<file path="src/rtl/controlador_transacao.sv">
// Transaction controller for a vending machine.
// Handles product selection, checks the price against the external price
// memory, accumulates coins, dispenses the product, returns change, and
// cancels on request or after an inactivity timeout.
module controlador_transacao #(
    parameter int unsigned TIMEOUT = 255
) (
    input  logic       clk,
    input  logic       rst,
    input  logic [3:0] codigo_in,
    input  logic       selecionar,
    input  logic [1:0] moeda,
    input  logic       cancelar,
    input  logic [3:0] valor_preco,
    input  logic       produto_existe,
    output logic [3:0] codigo_produto,
    output logic       liberar_produto,
    output logic [4:0] troco,
    output logic       troco_valido,
    output logic       erro_produto,
    output logic [4:0] credito,
    output logic [1:0] estado
);

    typedef enum logic [1:0] {
        ESPERA    = 2'b00,
        VERIFICA  = 2'b01,
        PAGAMENTO = 2'b10,
        ENTREGA   = 2'b11
    } estado_t;

    estado_t    estado_atual;
    estado_t    estado_prox;

    logic [3:0] preco;
    logic [3:0] preco_prox;
    logic [7:0] inativo;
    logic [7:0] inativo_prox;

    logic [3:0] codigo_prox;
    logic [4:0] credito_prox;
    logic [4:0] troco_prox;
    logic       troco_valido_prox;
    logic       liberar_prox;
    logic       erro_prox;

    logic [4:0] valor_moeda;
    logic [4:0] soma;
    logic [8:0] inativo_inc;
    logic       expirou;

    // Coin decoding to R$0.25 units, next credit and timeout detection.
    always_comb begin
        valor_moeda = '0;
        case (moeda)
            2'b01:   valor_moeda = 5'd1;
            2'b10:   valor_moeda = 5'd2;
            2'b11:   valor_moeda = 5'd4;
            default: valor_moeda = '0;
        endcase
        soma        = credito + valor_moeda;
        inativo_inc = {1'b0, inativo} + 9'd1;
        // An idle cycle that brings the counter to TIMEOUT cancels in that same edge.
        expirou     = (moeda == 2'b00) && (inativo_inc >= 9'(TIMEOUT));
    end

    // Next-state and next-output logic. All outputs are registered from these.
    always_comb begin
        estado_prox       = estado_atual;
        codigo_prox       = codigo_produto;
        credito_prox      = credito;
        preco_prox        = preco;
        inativo_prox      = inativo;
        troco_prox        = '0;
        troco_valido_prox = 1'b0;
        liberar_prox      = 1'b0;
        erro_prox         = 1'b0;

        case (estado_atual)
            ESPERA: begin
                if (selecionar) begin
                    codigo_prox  = codigo_in;
                    credito_prox = '0;
                    estado_prox  = VERIFICA;
                end
            end

            VERIFICA: begin
                if (produto_existe) begin
                    preco_prox   = valor_preco;
                    inativo_prox = '0;
                    if (valor_preco == 4'd0)
                        estado_prox = ENTREGA;
                    else
                        estado_prox = PAGAMENTO;
                end else begin
                    erro_prox   = 1'b1;
                    estado_prox = ESPERA;
                end
            end

            PAGAMENTO: begin
                if (cancelar || expirou) begin
                    troco_prox        = credito;
                    troco_valido_prox = 1'b1;
                    credito_prox      = '0;
                    inativo_prox      = '0;
                    estado_prox       = ESPERA;
                end else if (moeda != 2'b00) begin
                    credito_prox = soma;
                    inativo_prox = '0;
                    if (soma >= {1'b0, preco})
                        estado_prox = ENTREGA;
                end else begin
                    inativo_prox = inativo_inc[7:0];
                end
            end

            ENTREGA: begin
                liberar_prox      = 1'b1;
                troco_valido_prox = 1'b1;
                troco_prox        = credito - {1'b0, preco};
                credito_prox      = '0;
                estado_prox       = ESPERA;
            end

            default: estado_prox = ESPERA;
        endcase
    end

    // State and output registers with asynchronous reset.
    always_ff @(posedge clk or posedge rst) begin
        if (rst) begin
            estado_atual    <= ESPERA;
            codigo_produto  <= '0;
            credito         <= '0;
            preco           <= '0;
            inativo         <= '0;
            troco           <= '0;
            troco_valido    <= 1'b0;
            liberar_produto <= 1'b0;
            erro_produto    <= 1'b0;
        end else begin
            estado_atual    <= estado_prox;
            codigo_produto  <= codigo_prox;
            credito         <= credito_prox;
            preco           <= preco_prox;
            inativo         <= inativo_prox;
            troco           <= troco_prox;
            troco_valido    <= troco_valido_prox;
            liberar_produto <= liberar_prox;
            erro_produto    <= erro_prox;
        end
    end

    assign estado = estado_atual;

endmodule

</file>
<file path="config.mk">
export PLATFORM = sky130hd
export DESIGN_NAME = controlador_transacao
export DESIGN_NICKNAME = d
export VERILOG_FILES = /design/src/rtl/controlador_transacao.sv
export SDC_FILE = /design/constraint.sdc
export NUM_CORES = 1
export LEC_CHECK = 0
export BUFFER_PORTS_ARGS = -buffer_cell sky130_fd_sc_hd__buf_2
export CORE_MARGIN = 5
export CORE_UTILIZATION = 35
export CTS_CLUSTER_DIAMETER = 80
export CTS_CLUSTER_SIZE = 20
export DETAILED_ROUTE_END_ITERATION = 8
export GPL_TIMING_DRIVEN = 0
export PLACE_DENSITY_LB_ADDON = 0.3
export SYNTH_ARGS = -nofsm -noshare
export SYNTH_HDL_FRONTEND = slang
export SYNTH_SLANG_ARGS = --single-unit
</file>
<file path="constraint.sdc">
create_clock -name clk -period 2.65 [get_ports clk]
set_input_delay 0.265 -clock clk [delete_from_list [all_inputs] [get_ports clk]]
set_output_delay 0.265 -clock clk [all_outputs]
set_load 0.02 [all_outputs]
</file>
Word-level counts from Yosys, hierarchy flattened
Cells that the tools add are included.

storage, ports and cells
  word-level logic and storage cells = 60
  output and inout port bits = 19
  bits of input ports = 15
  register bits after elaboration = 31

cells by class
  $lt $le $gt $ge = 2
  equal/unequal tests = 10
  reductions and logical operators = 13
  muxes and demuxes = 23
  add/subtract/negate cells = 3

operator list
  kind                                                                   number
  8-bit 2-to-1 mux                                                       3
  5-bit 2-to-1 mux                                                       4
  8-bit case mux with 2 select lines                                     1
  5-bit case mux with 3 select lines                                     1
  2-bit 2-to-1 mux                                                       5
  5-bit case mux with 2 select lines                                     1
  8-bit by 1-bit adder with 9-bit output, second input constant          1
  9-bit by 8-bit >= comparator with 1-bit output, second input constant  1
  3-bit case mux with 3 select lines                                     1
  2-bit == test, second input constant                                   4
  2-bit case mux with 4 select lines                                     1
  3-bit inequality test, second input constant                           2
  2-bit AND reduction                                                    3
  3-bit AND reduction                                                    2
  5-bit adder                                                            1
  5-bit by 4-bit >= comparator with 1-bit output                         1
  1-bit 2-to-1 mux                                                       5
  5-bit by 4-bit subtractor with 5-bit output                            1
  2-bit by 1-bit == test with 1-bit output, second input constant        2
  2-bit zero test                                                        2
  4-bit zero test                                                        1
  2-bit inequality test, second input constant                           2
  2-bit nonzero test                                                     2
  3-bit nonzero test                                                     1
  other kinds (3)                                                        3

Longest topological paths before layout
  word-level depth = 8
  gate-level depth with buffers = 11
  mapped depth without buffers = 11

Least setup slack after synthesis
No wires, ideal clock.

  path kind = reg2reg
  from = register credito[0]
  to = register estado_atual[0] (netlist: estado[0])
  path slack = 490 ps
  period minus slack after synthesis = 2,160 ps
  required time = 2,524 ps
  arrival time = 2,034 ps
  buffers on the path = 0
  stages on the path, launching flop included = 10
  library setup time = 126 ps
  cell sequence = dfrtp_1 ha_1 inv_1 fa_1 inv_1 ha_1 a211oi_1 o21ai_0 o31ai_1 nor3_1

between the ends
  longest elaborated chain between the ends = 4

RTL lines
  item                                            RTL line  source
  from (decl)                                     21        output logic [4:0] credito,
  from (signal assigned)                          146       credito <= credito_prox;
  5-bit adder                                     61        soma = credito + valor_moeda;
  5-bit by 4-bit >= comparator with 1-bit output  112       if (soma >= {1'b0, preco})
  3-bit inequality test (no line)                 --
  3-bit AND reduction (no line)                   --
  to (signal assigned)                            144       estado_atual <= estado_prox;
  to (decl)                                       32        estado_t estado_atual;

Every way passes these cells.
A chain may end at the register's enable or synchronous reset.

Worst setup path after layout
Ends and elaborated chain as after synthesis.

==> metrics.cfg <==
[outcome]
status=finished, violations left
failed_checks=negative hold slack

[placement]
hpwl_um=3040
gp_congestion=0.778
dp_cells=287
port_buffers=33
placed_cell_area_um2=2190
dp_slack_ns=0.309

[clock_tree]
clockBufferDepth=2
cts_tree=yes
path_clk_slew_ns=0.06
cts_setup_buffers=0
clockRootBuffer=clkbuf_8
clk_latency_ns=0.28
htree_num_levels=2
cts_made_buffers=5
hold_buffers=0
cts_resized=0
cts_sinks=31

[drt]
vias=1452
wire_per_inst_um=13.4
drt-vias-per-instance=4.91
ant_nets=0
dr.pass1.iters=4
drt_iter0_drc=48
wirelength_um=3980
drc=0

[critical_path]
worstPathMaxFanout=5
worstPathArrival_ns=2.39
worst_setup_path_start_kind=register
crit_path_end_kind=register
cp.required_ns=2.81
worstRegToRegCells=9
critical_path_class=reg -> reg
reg2reg_slack_ns=0.42

[global_route]
grt.total_usage_pct=12.5
antenna_found_initial=0
grt_overflow=0
grt_pass1_wl_um=7160
grt_pass1_vias=1551
grt_max_degree=32

[floorplan]
io-pin-count=34
dieArea_um2=7120
rows=27
initial_utilization_pct=35.6
die_h_um=84.4
die_w_um=84.4
core_um2=5440

[synth]
syn-num-nets=212
ys_ff_latch=31
synthFlopType=dfrtp_1
synth_top_area_share_pct=40.1
ys.warnings.count=0
synth.distinct_cells=51
netlist_instances=182
async_flop_share_pct=100
synth.most_common_cell=dfrtp_1
synth_area_um2=1940
synth_edf_count=0
synth_area_leader_cell=dfrtp_1
ys_top_cells_by_count=dfrtp_1 (31), inv_1 (17), ha_1 (13)
ys_seq_area_share_pct=40.1
syn_area_per_cell_um2=10.6
ys_top_cells_by_area=dfrtp_1 (40%), ha_1 (8.4%), mux2_2 (5.2%), inv_1 (3.3%), xnor2_1 (2.7%)

[finish]
nets=253
seq_area_um2=776
diodes=0
final_cell_area_um2=2300
fin_cells=296
drive_above_1_share_pct=29.9
multiInputGateArea_um2=1050
area_growth_pct=18.8
num-fill-cells=538

[sta]
setup_viol_count_final=0
relSlewSlack_pct=58.7
hold_viol_final=14
rsz0062_at_grt=false
max_freq_mhz=448
post-route-period-util_pct=84.2
tightest_slew_ns=0.616
layout_setup_ws_ns=0.419
hold_ws_ns=-0.0208
clock_skew_ns=0.00223
period_minus_slack_ns=2.23
slew_violations=0
finalSetupTns_ns=0

[pwr]
p_per_area_nw_per_um2=763
cellLeakagePower_nw=1.12
irDropWorstVdd_mv=0.448

[job]
max_cap_violations=0

[min_path]
min_path_type=in -> async

-- cells by family after synthesis --
family / after synthesis / synth area share, %
compound gates: 41 / 18.2
simple gates: 49 / 14.5
mux: 14 / 7.82
fa+ha+maj: 15 / 10.5
flops: 31 / 40.1
buf+inv: 25 / 5.75
xor+xnor: 7 / 3.17
-- stage by stage --
| step | total power (W) | utilization (%) |
|---|---|---|
| 4_1_cts | 0.00179 | 41.8 |
| 3_5_place_dp | 0.00141 | 40.3 |
| 6_report | 0.00176 | 42.3 |
| 2_1_floorplan | 0.00120 | - |
| 5_1_grt | 0.00191 | 42.3 |
| 3_3_place_gp | 0.00140 | 40.3 |
-- routing by layer --
| metal | share of wire [%] | track usage (%) | up-vias |
|---|---|---|---|
| met5 | 0 | 0 | - |
| met4 | 1.4 | 4.75 | 0 |
| met3 | 5.1 | 3.73 | 5 |
| met2 | 46 | 20.2 | 34 |
| met1 | 48 | 15.8 | 682 |
| li1 | - | - | 731 |
-- sequential cells by signal, indices dropped and copies added (netlist names) --
register	flops
inativo	8
credito	5
troco	5
codigo_produto	4
preco	4
estado	2
erro_produto	1
liberar_produto	1
troco_valido	1
-- final timing paths --
kind | from | end
min in group clk | produto_existe | erro_produto$_DFF_PP0_
hold / removal | rst | troco[4]$_DFF_PP0_
max in group asynchronous | rst | troco[1]$_DFF_PP0_
hold reg to reg | codigo_produto[0]$_DFFE_PP0P_ | codigo_produto[0]$_DFFE_PP0P_
setup reg to reg | credito[0]$_DFFE_PP0P_ | estado[0]$_DFFE_PP0P_
setup / recovery | credito[0]$_DFFE_PP0P_ | estado[0]$_DFFE_PP0P_
-- power by group --
| group | total (W) | switching [W] | internal [W] |
|---|---|---|---|
| Clock | 0.000360 | 0.000175 | 0.000184 |
| Sequential | 0.000647 | 0.0000665 | 0.000581 |
| Combinational | 0.000749 | 0.000426 | 0.000323 |
| Total | 0.00176 | 0.000668 | 0.00109 |
-- layout make-up --
class / instances / share of cell area (%)
clock buffers: 7 / 3.32
flip-flops and latches: 31 / 33.7
repair buffers: 34 / 8.37
plain buffers: 8 / 2.07
clock inverters: 1 / 0.218
multi-input cells: 126 / 45.6
well taps: 72 / 3.92
inverters: 17 / 2.77
-- worst max-delay path: stages (launching register included) --
cell and delay (ns):
dfrtp_1 0.42, ha_1 0.19, inv_1 0.05, fa_1 0.49
inv_1 0.05, ha_1 0.27, a211oi_1 0.22, o21ai_0 0.13
o31ai_1 0.22, nor3_1 0.07
-- placed cells by master (no fill, tap or decap), types with 2 or more instances in the layout --
cell type / instances
nor2_1: 5
clkbuf_1: 5
a211oi_1: 2
and2_0: 2
a32o_1: 2
fa_1: 2
nor2b_1: 4
mux2i_1: 5
o2bb2ai_1: 5
clkbuf_8: 5
nand3_1: 5
buf_2: 35
inv_1: 16
nand2_1: 10
dfrtp_1: 31
nand3b_1: 2
mux2_2: 9
and2_1: 3
o31ai_1: 2
nand2b_1: 3
a21oi_1: 4
a21o_1: 3
o21ai_0: 6
a22o_1: 5
ha_1: 13
nand4b_1: 2
xnor2_1: 6
nand4_1: 3
or2_2: 2
buf_4: 2
Note: power is estimated with default switching activity, not from simulation.
